File: src/rtl/mul_seq_ctrl.sv
// mul_seq_ctrl: 16x16 -> 32 shift-and-add multiply sequencer driving an external 16-bit ADD unit.
// Latency 16 cycles unsigned (18 signed with MUL_SIGNED_EN); holds the product until out_ready.
module mul_seq_ctrl (
  input  logic        clk,
  input  logic        rst_n,
  input  logic        in_valid,
  output logic        in_ready,
  input  logic [15:0] in_a,
  input  logic [15:0] in_b,
  input  logic        in_signed,
  output logic        out_valid,
  input  logic        out_ready,
  output logic [31:0] product,
  output logic [15:0] add_a,
  output logic [15:0] add_b,
  output logic        add_cin,
  output logic        add_sign,
  input  logic [15:0] add_sum,
  input  logic        add_cout
);

  typedef enum logic [2:0] {
    S_IDLE = 3'd0,
    S_MUL  = 3'd1,
`ifdef MUL_SIGNED_EN
    S_FIXA = 3'd2,
    S_FIXB = 3'd3,
`endif
    S_DONE = 3'd4
  } state_t;

  state_t      r_state;
  state_t      w_state_nx;
  logic [15:0] r_a_reg;
  logic [15:0] r_b_reg;
  logic [15:0] r_hi;
  logic [15:0] r_lo;
  logic [3:0]  r_cnt;
  logic        r_sgn;

  logic [15:0] w_a_nx;
  logic [15:0] w_b_nx;
  logic [15:0] w_hi_nx;
  logic [15:0] w_lo_nx;
  logic [3:0]  w_cnt_nx;
  logic        w_sgn_nx;
  logic        w_sgn_in;

`ifdef MUL_SIGNED_EN
  assign w_sgn_in = in_signed;
`else
  // Without signed support the operand sign flag and original multiplier are never consulted.
  assign w_sgn_in = 1'b0;
  logic [17:0] w_unused_nosign;
  assign w_unused_nosign = {in_signed, r_sgn, r_b_reg};
`endif

  always_ff @(posedge clk) begin
    if (!rst_n) begin
      r_state <= S_IDLE;
    end else begin
      r_state <= w_state_nx;
    end
  end

  always_ff @(posedge clk) begin
    if (!rst_n) begin
      r_a_reg <= 16'd0;
      r_b_reg <= 16'd0;
      r_hi    <= 16'd0;
      r_lo    <= 16'd0;
      r_cnt   <= 4'd0;
      r_sgn   <= 1'b0;
    end else begin
      r_a_reg <= w_a_nx;
      r_b_reg <= w_b_nx;
      r_hi    <= w_hi_nx;
      r_lo    <= w_lo_nx;
      r_cnt   <= w_cnt_nx;
      r_sgn   <= w_sgn_nx;
    end
  end

  always_comb begin
    w_state_nx = r_state;
    w_a_nx     = r_a_reg;
    w_b_nx     = r_b_reg;
    w_hi_nx    = r_hi;
    w_lo_nx    = r_lo;
    w_cnt_nx   = r_cnt;
    w_sgn_nx   = r_sgn;
    add_a      = 16'd0;
    add_b      = 16'd0;
    add_cin    = 1'b0;

    case (r_state)
      S_IDLE: begin
        if (in_valid) begin
          w_a_nx     = in_a;
          w_b_nx     = in_b;
          w_lo_nx    = in_b;
          w_hi_nx    = 16'd0;
          w_cnt_nx   = 4'd0;
          w_sgn_nx   = w_sgn_in;
          w_state_nx = S_MUL;
        end
      end

      S_MUL: begin
        add_a = r_hi;
        add_b = r_a_reg;
        // Multiplier bits shift out of lo while product bits shift in from hi.
        if (r_lo[0]) begin
          {w_hi_nx, w_lo_nx} = {add_cout, add_sum, r_lo[15:1]};
        end else begin
          {w_hi_nx, w_lo_nx} = {1'b0, r_hi, r_lo[15:1]};
        end
        w_cnt_nx = r_cnt + 4'd1;
        if (r_cnt == 4'd15) begin
`ifdef MUL_SIGNED_EN
          w_state_nx = r_sgn ? S_FIXA : S_DONE;
`else
          w_state_nx = S_DONE;
`endif
        end
      end

`ifdef MUL_SIGNED_EN
      // Two's-complement correction of the upper half: subtract b if a<0, then a if b<0.
      S_FIXA: begin
        add_a   = r_hi;
        add_b   = ~r_b_reg;
        add_cin = 1'b1;
        if (r_a_reg[15]) begin
          w_hi_nx = add_sum;
        end
        w_state_nx = S_FIXB;
      end

      S_FIXB: begin
        add_a   = r_hi;
        add_b   = ~r_a_reg;
        add_cin = 1'b1;
        if (r_b_reg[15]) begin
          w_hi_nx = add_sum;
        end
        w_state_nx = S_DONE;
      end
`endif

      S_DONE: begin
        if (out_ready) begin
          w_state_nx = S_IDLE;
        end
      end

      default: begin
        w_state_nx = S_IDLE;
      end
    endcase
  end

  assign in_ready  = (r_state == S_IDLE);
  assign out_valid = (r_state == S_DONE);
  assign product   = {r_hi, r_lo};
  assign add_sign  = 1'b0;

endmodule

File: config.mk
export PLATFORM = sky130hd
export DESIGN_NAME = mul_seq_ctrl
export DESIGN_NICKNAME = d
export VERILOG_FILES = /design/src/rtl/mul_seq_ctrl.sv
export SDC_FILE = /design/constraint.sdc
export NUM_CORES = 1
export LEC_CHECK = 0
export BUFFER_PORTS_ARGS = -buffer_cell sky130_fd_sc_hd__buf_4
export CAP_MARGIN = 40
export CORE_MARGIN = 2
export CORE_UTILIZATION = 42
export DETAILED_ROUTE_END_ITERATION = 8
export HOLD_SLACK_MARGIN = 0.06
export MAX_ROUTING_LAYER = met4
export PLACE_DENSITY = 0.83
export SYNTH_ARGS = -nofsm -noshare
export SYNTH_HDL_FRONTEND = slang
export SYNTH_SLANG_ARGS = --single-unit
File: constraint.sdc
create_clock -name clk -period 1.41 [get_ports clk]
set_clock_uncertainty 0.1 [all_clocks]
set_input_delay 0.282 -clock clk [delete_from_list [all_inputs] [get_ports clk]]
set_output_delay 0.282 -clock clk [all_outputs]
set_load 0.05 [all_outputs]
==> results of run 1 <==
metal layers:
layer | wire length (um) | global-route usage
met1 | 3030 | 0.247
met2 | 3950 | 0.396
met3 | 391 | 0.0391
met4 | 92 | 0.0623
met5 | 0 | -
timing repair:
item / 4_1_cts / 5_1_grt
pin swaps: 3 / 5
gates cloned: 1 / 1
gates resized for setup: 117 / 18
setup endpoints to repair: 43 / 81
buffers inserted: 7 / 8
power by group through the flow:
stage | clock, mW | sequential [mW] | combinational, mW
2_1_floorplan | 0 | 1.89 | 0.495
3_3_place_gp | 0 | 1.73 | 0.962
3_5_place_dp | 0 | 1.73 | 0.976
4_1_cts | 1.06 | 1.69 | 1.11
5_1_grt | 1.12 | 1.70 | 1.23
6_report | 1.03 | 1.69 | 1.15
placed cells by master, fill, tap and decap left out, types with 4 or more instances in the layout:
cell	count
buf_4	94
dfxtp_1	50
nand2_1	39
a21oi_1	34
buf_8	34
and2_4	32
nor2_1	18
a21oi_2	16
o21ai_0	15
a22oi_1	14
buf_6	12
nand2_2	10
mux2_2	9
mux2_4	6
buf_12	6
clkbuf_8	5
nand3_1	4
how the worst max path moves through the flow:
stage / end / slack [ps] / cells past startpoint
floorplan: add_a[15] / -170 / 6
global placement: add_b[14] / 0.2 / 4
detailed placement: r_lo[1] / -30 / 5
CTS: add_a[0] / -340 / 5
global route: add_a[1] / -400 / 4
finish: add_a[15] / -330 / 4
stage by stage:
stage	hold slack (ps)	util	cells	setup TNS (ps)
after global placement	338	0.616	488	0
final	108	0.721	507	-9990
after floorplan	305	-	304	-5250
after global routing	108	0.721	507	-13750
after detailed placement	346	0.616	488	-314
after CTS	103	0.708	503	-9820
critical path, stage by stage (launching register included):
cell,delay [ps]
dfxtp_2,340
nor2b_4,210
buf_6,190
and2_4,170
buf_8,140
layout make-up:
cell class	count	area [um2]	share of cell area
sequential	54	1090	0.254
clock inverter	2	37.5	0.00874
clock buffer	6	72.6	0.0169
multi-input combinational	222	1500	0.349
inverter	1	3.75	0.000874
tap	75	93.8	0.0218
timing repair buffer	147	1500	0.348
logic make-up after synthesis:
logic type | count (synthesis) | synth area share
flops | 54 | 0.416
fa+ha+maj | 1 | 0.00481
compound gates | 87 | 0.206
simple gates | 117 | 0.230
mux | 15 | 0.0649
buf+inv | 28 | 0.0770
other cells | 1 | 0.00144
==> results_dict.tcl, run 1 <==
set metrics [dict create \
    status "finished, violations left" \
    violations "negative setup slack" \
    hold_class "input pin to flip-flop" \
    path_class "flip-flop to primary output" \
    cts.clk_slew.worst_paths_ps 100 \
    place_hpwl_mm 4.81 \
    timing.fmax_mhz 574 \
    grt_usage 0.219 \
    rsz0062_at_grt "true" \
    wire_per_inst_um 14.7 \
    r2r_slack_ps 10 \
    synth_cell_type_count 33 \
    min-delay-start "in_b[2]" \
    required_ps 1030 \
    clock_power_share 0.267 \
    netlist_area_mm2 0.00260 \
    avgViaCountPerCell 5.10 \
    clk-insertion-delay-late_ps 310 \
    yosysTopAreaCellShare 0.416 \
    coreArea_mm2 0.00596 \
    finalHoldViolations 0 \
    grt_first_pass_wirelength_mm 11.3 \
    period_share 1.23 \
    synth_top_cells_by_count "dfxtp_1, a21oi_1, nand2_1" \
    cts_buffers 5 \
    row_count 28 \
    ant_nets 0 \
    power.internal_mw 2.66 \
    power_mw 3.87 \
    cts_tree "yes" \
    drc 0 \
    place_ws_ps -28.1 \
    gp_congestion 0.811 \
    grt_overflow 0 \
    reg2reg_from "r_state[0]" \
    nFillCells 427 \
    synthFlopType "dfxtp_1" \
    synth_edf_count 0 \
    ios 122 \
    setup-violations-final 34 \
    antenna_cells 0 \
    p_leak_nw 1.90 \
    htree_num_levels 2 \
    die_x_um 82.7 \
    fin_crit_ps 1740 \
    dr.pass1.iters 4 \
    initial_utilization 0.437 \
    startpoint "r_state[0]" \
    nNetsFinal 486 \
    p_sw_mw 1.22 \
    p_per_area_mw_per_mm2 902 \
    p_comb_frac 0.298 \
    synth.most_common_cell "dfxtp_1" \
    grt_pass1_vias 2476 \
    ys_ff_latch 54 \
    seq_power_share 0.436 \
    slew_violations 0 \
    antenna_found_initial 0 \
    postCtsHoldBufs 0 \
    whs_endpoint "r_lo[2]" \
    reg2reg_depth 6 \
    area_delta_synth_final_pct 65.1 \
    ir_worst_vdd_v 0.000575 \
    drv_cap 0 \
    crit_fanout 13 \
    yosysTopAreaCell "dfxtp_1" \
    hold_depth 3 \
    cp.arrival_ps 1360 \
    drive_above_1_share 0.565 \
    synth_cells 303 \
    r2r-end "r_cnt[0]" \
    clock_tree.buffer_depth 2 \
    vias 2584 \
    synth_area_leaders "dfxtp_1, a21oi_1, and2_1" \
    portBuffers 118 \
    p_sw_frac 0.314 \
    root_buffer "clkbuf_8" \
    clock-sinks 54 \
    fin_ws_ps -331 \
    yosys_warnings 0 \
    cp-end-kind "primary output" \
    synth-async-reset-ratio 0 \
    fp.dieArea_mm2 0.00684 \
    place_area_mm2 0.00367 \
    die_h_um 82.7 \
    grt_max_degree 40 \
    drt_wl_total_mm 7.46 \
    final_cell_area_mm2 0.00430 \
    worst_setup_path_start_kind "flip-flop" \
    drt_iter0_markers 76 \
    avgSynthCellArea_um2 8.58 \
    yosysSeqAreaShare 0.416 \
]
Power figures use the tool's default switching activity.
==> run 2: changes to the inputs <==
--- a/config.mk
+++ b/config.mk
@@ -8,11 +8,11 @@
 export BUFFER_PORTS_ARGS = -buffer_cell sky130_fd_sc_hd__buf_4
 export CAP_MARGIN = 40
 export CORE_MARGIN = 2
-export CORE_UTILIZATION = 42
+export CORE_UTILIZATION = 50
 export DETAILED_ROUTE_END_ITERATION = 8
 export HOLD_SLACK_MARGIN = 0.06
 export MAX_ROUTING_LAYER = met4
-export PLACE_DENSITY = 0.83
+export PLACE_DENSITY = 0.92
 export SYNTH_ARGS = -nofsm -noshare
 export SYNTH_HDL_FRONTEND = slang
 export SYNTH_SLANG_ARGS = --single-unit
==> constraint.sdc (replaced) <==
create_clock -name clk -period 2.12 [get_ports clk]
set_clock_uncertainty 0.1 [all_clocks]
set_input_delay 0.424 -clock clk [delete_from_list [all_inputs] [get_ports clk]]
set_output_delay 0.424 -clock clk [all_outputs]
set_load 0.05 [all_outputs]
==> results_dict.tcl, run 2 (synthesis results as in run 1) <==
set metrics [dict create \
    row_count 26 \
    die_x_um 76.1 \
    final_util 0.708 \
    period_share 0.927 \
    p_per_area_mw_per_mm2 672 \
    status "finished clean" \
    antenna_cells 0 \
    drc 0 \
    portBuffers 118 \
    p_leak_nw 1.64 \
    power.internal_mw 1.68 \
    crit_family "buffers and inverters" \
    cp-end-kind "primary output" \
    grt_first_pass_wirelength_mm 10.7 \
    ios 122 \
    root_buffer "clkbuf_8" \
    grt_pass1_vias 2311 \
    clk-insertion-delay-late_ps 290 \
    postCtsHoldBufs 0 \
    place_hpwl_mm 4.71 \
    drive_above_1_share 0.431 \
    finalHoldViolations 0 \
    cp.arrival_ps 1440 \
    nNetsFinal 468 \
    htree_num_levels 2 \
    required_ps 1600 \
    wire_per_inst_um 13.5 \
    drt_wl_total_mm 6.50 \
    area_delta_synth_final_pct 38.1 \
    drt_iter0_markers 136 \
    cts_tree "yes" \
    cp_num_buf_inv 2 \
    relSlewSlack 0.469 \
    setup-violations-final 0 \
    clock_power_share 0.284 \
    grt_usage 0.226 \
    p_sw_mw 0.732 \
    worst_setup_path_start_kind "flip-flop" \
    seq_power_share 0.464 \
    dr.pass1.iters 4 \
    gp_congestion 0.807 \
    timing.fmax_mhz 509 \
    crit_path_max_incr_delay_ps 410 \
    mostFrequentLayoutCells "buf_4, dfxtp_1, a21oi_1, nand2_1, and2_1" \
    fin_crit_ps 1960 \
    hold_class "input pin to flip-flop" \
    cp_slowest_cell "dfxtp_4" \
    clock-sinks 54 \
    grt_max_degree 30 \
    grt_overflow 0 \
    ant_nets 0 \
    path_class "flip-flop to primary output" \
    coreArea_mm2 0.00507 \
    rsz0062_at_grt "false" \
    vias 2476 \
    worstMarginPinSlew_ps 797 \
    fp.dieArea_mm2 0.00580 \
    cts_buffers 5 \
    die_h_um 76.1 \
    crit_chain "nor2b_4 -> buf_6 -> and2_1 -> buf_4" \
    cts.clk_slew.worst_paths_ps 90 \
    final_common_cell "buf_4" \
    initial_utilization 0.513 \
    crit_fanout 29 \
    ir_worst_vdd_v 0.000458 \
    postCtsSetupBuffers 0 \
    finalSetupTns_ps 0 \
    p_sw_frac 0.303 \
    drv_cap 0 \
    p_comb_frac 0.252 \
    antenna_found_initial 0 \
    avgViaCountPerCell 5.13 \
    clock_tree.buffer_depth 2 \
    slew_violations 0 \
]
## run 2: metal layers
layer	track usage	vias to the layer above	share of wire
met3	0.0355	6	0.057
met1	0.253	1132	0.40
li1	-	1239	-
met5	-	-	0
met4	0.0818	0	0.014
met2	0.410	99	0.53
## run 2: what timing repair did
item	4_1_cts	5_1_grt
pin swaps	0	0
gates resized for setup	1	2
endpoints found under the setup margin	21	21
## run 2: path summary, 6_finish.rpt
check,start,to,slack (ps),depth (start not counted)
max,r_state[0],add_a[0],160,4
min reg2reg,r_a_reg[1],r_a_reg[1],360,2
min,in_a[4],r_a_reg[4],270,3
max reg2reg,r_state[2],r_lo[15],350,3
## run 2: layout make-up
class,count,area [um2]
fill,449,1480
multi-input combinational,222,1330
sequential,54,1080
timing repair buffer,129,972
tap,70,87.6
clock buffer,6,82.6
clock inverter,1,30.0
inverter,1,3.75
## run 2: stage by stage
stage                     worst slack, ps  hold WS, ps  area [um2]  power [mW]  std cells
after CTS                            34.0          258        3590        2.44        483
after global routing                 28.2          254        3590        2.53        483
after global placement                297          338        3470        1.74        476
after detailed placement              254          343        3470        1.75        476
final                                 156          266        3590        2.41        483
after floorplan                       233          332        2610        1.57        304
## run 2: worst min-delay path: cells and delay by family
kind	cells	cell delay [ps]
AND/OR/NAND/NOR	1	40
buffers and inverters	1	110
AO/OA/AOI/OAI	1	50
## run 2: power by group through the flow
stage | Clock, mW | Sequential, mW | Combinational [mW]
2_1_floorplan | 0 | 1.26 | 0.311
3_3_place_gp | 0 | 1.14 | 0.599
3_5_place_dp | 0 | 1.14 | 0.609
4_1_cts | 0.706 | 1.12 | 0.611
5_1_grt | 0.752 | 1.13 | 0.654
6_report | 0.686 | 1.12 | 0.609
==> run 3: changes to the inputs <==
--- a/config.mk
+++ b/config.mk
@@ -7,6 +7,7 @@
 export LEC_CHECK = 0
 export BUFFER_PORTS_ARGS = -buffer_cell sky130_fd_sc_hd__buf_4
 export CAP_MARGIN = 40
+export CORE_ASPECT_RATIO = 1.75
 export CORE_MARGIN = 2
 export CORE_UTILIZATION = 50
 export DETAILED_ROUTE_END_ITERATION = 8
==> results_dict.tcl, run 3 (synthesis results as in run 1) <==
set metrics [dict create \
    status "finished clean" \
    dr.pass1.iters 4 \
    crit_family "flip-flops" \
    period_share 0.951 \
    finalSetupTns_ps 0 \
    cts_tree "yes" \
    place_hpwl_mm 5.00 \
    worstMarginPinSlew_ps 780 \
    power_mw 2.28 \
    avgViaCountPerCell 5.42 \
    final_util 0.718 \
    crit_fanout 36 \
    timing.fmax_mhz 496 \
    gr-usage-met2 0.453 \
    reg2reg_from "r_state[2]" \
    final_cells 468 \
    antenna_found_initial 0 \
    clock_tree.buffer_depth 2 \
    whs_endpoint "r_lo[14]" \
    min-delay-start "in_b[14]" \
    rsz0062_at_grt "false" \
    portBuffers 118 \
    die_h_um 99.4 \
    mostFrequentLayoutCells "buf_4, dfxtp_1, a21oi_1, nand2_1, and2_1" \
    drc 0 \
    die_x_um 58.5 \
    dp_cells 460 \
    hold_depth 3 \
    r2r_slack_ps 290 \
    wire_per_inst_um 14.0 \
    cp-end-kind "primary output" \
    vias 2535 \
    initial_utilization 0.523 \
    clock-sinks 54 \
    fin_crit_ps 2020 \
    cp.arrival_ps 1490 \
    antenna_cells 0 \
    met1_usage 0.229 \
    ir_worst_vdd_v 0.000710 \
    p_per_area_mw_per_mm2 638 \
    r2r-end "r_lo[15]" \
    cp_slowest_cell "dfxtp_2" \
    row_count 34 \
    drt_iter0_markers 61 \
    relSlewSlack 0.480 \
    root_buffer "clkbuf_8" \
    required_ps 1600 \
    grt_use_met3 0.0325 \
    worst_setup_path_start_kind "flip-flop" \
    finalHoldViolations 0 \
    hold_class "input pin to flip-flop" \
    coreArea_mm2 0.00498 \
    drv_cap 0 \
    setup-violations-final 0 \
    htree_num_levels 2 \
    clk-insertion-delay-late_ps 300 \
    ant_nets 0 \
    path_class "flip-flop to primary output" \
    crit_path_max_incr_delay_ps 440 \
    grt_max_degree 37 \
    fp.dieArea_mm2 0.00582 \
    cts.clk_slew.worst_paths_ps 90 \
    ios 122 \
    slew_violations 0 \
    crit_chain "nor2b_4 -> buf_12 -> and2_1 -> buf_4" \
    grt_overflow 0 \
    final_common_cell "buf_4" \
    drt_wl_total_mm 6.56 \
    gp_congestion 0.773 \
    nNetsFinal 469 \
    cp_num_buf_inv 2 \
    busiest_layer "met2" \
    grt_usage 0.234 \
    reg2reg_depth 3 \
    p_leak_nw 1.64 \
    cts_buffers 5 \
    grt_first_pass_wirelength_mm 10.6 \
    grt_pass1_vias 2419 \
    area_delta_synth_final_pct 37.4 \
    drive_above_1_share 0.430 \
]
## run 3: through the flow
stage	setup slack (ps)	hold slack (ps)	instance area (um2)
floorplan	233	332	2610
global placement	239	338	3470
detailed placement	214	348	3480
CTS	87.4	253	3570
global route	13.5	254	3570
finish	104	262	3570
## run 3: timing repair
action	4_1_cts	5_1_grt
resized for setup	1	0
hold buffers	0	0
setup endpoints to repair	25	0
setup buffers	1	0
## run 3: worst max-delay path by stage
stage | startpoint | to | slack (ps) | depth (start not counted)
after floorplan | r_state[0] | add_a[0] | 230 | 6
after global placement | r_state[0] | add_b[1] | 240 | 4
after detailed placement | r_state[0] | add_b[1] | 210 | 4
after CTS | r_state[0] | add_b[1] | 90 | 4
after global routing | r_state[0] | add_a[12] | 10 | 4
final | r_state[0] | add_a[12] | 100 | 4
## run 3: worst min-delay path, delay by kind of cell
kind	cells	cell delay, ps
compound gates	1	50
buf+inv	1	110
simple gates	1	40
## run 3: layout make-up
cell class	count	area, um2
fillers	409	1400
multi-input cells	222	1330
flip-flops and latches	54	1080
repair buffers	130	1010
clock buffers	6	72.6
well taps	54	67.6
clock inverters	1	7.51
inverters	1	3.75
## run 3: where the power goes
group	switching, mW	total [mW]	internal (mW)
combinational	0.379	0.621	0.243
clock	0.307	0.534	0.227
sequential	0.0492	1.12	1.07
total	0.735	2.28	1.54
## run 3: metal layers
| metal | routed length, um | vias to the layer above |
|---|---|---|
| li1 | - | 1246 |
| met1 | 2330 | 1197 |
| met4 | 104 | 0 |
| met3 | 340 | 10 |
| met2 | 3780 | 82 |
| met5 | 0 | - |
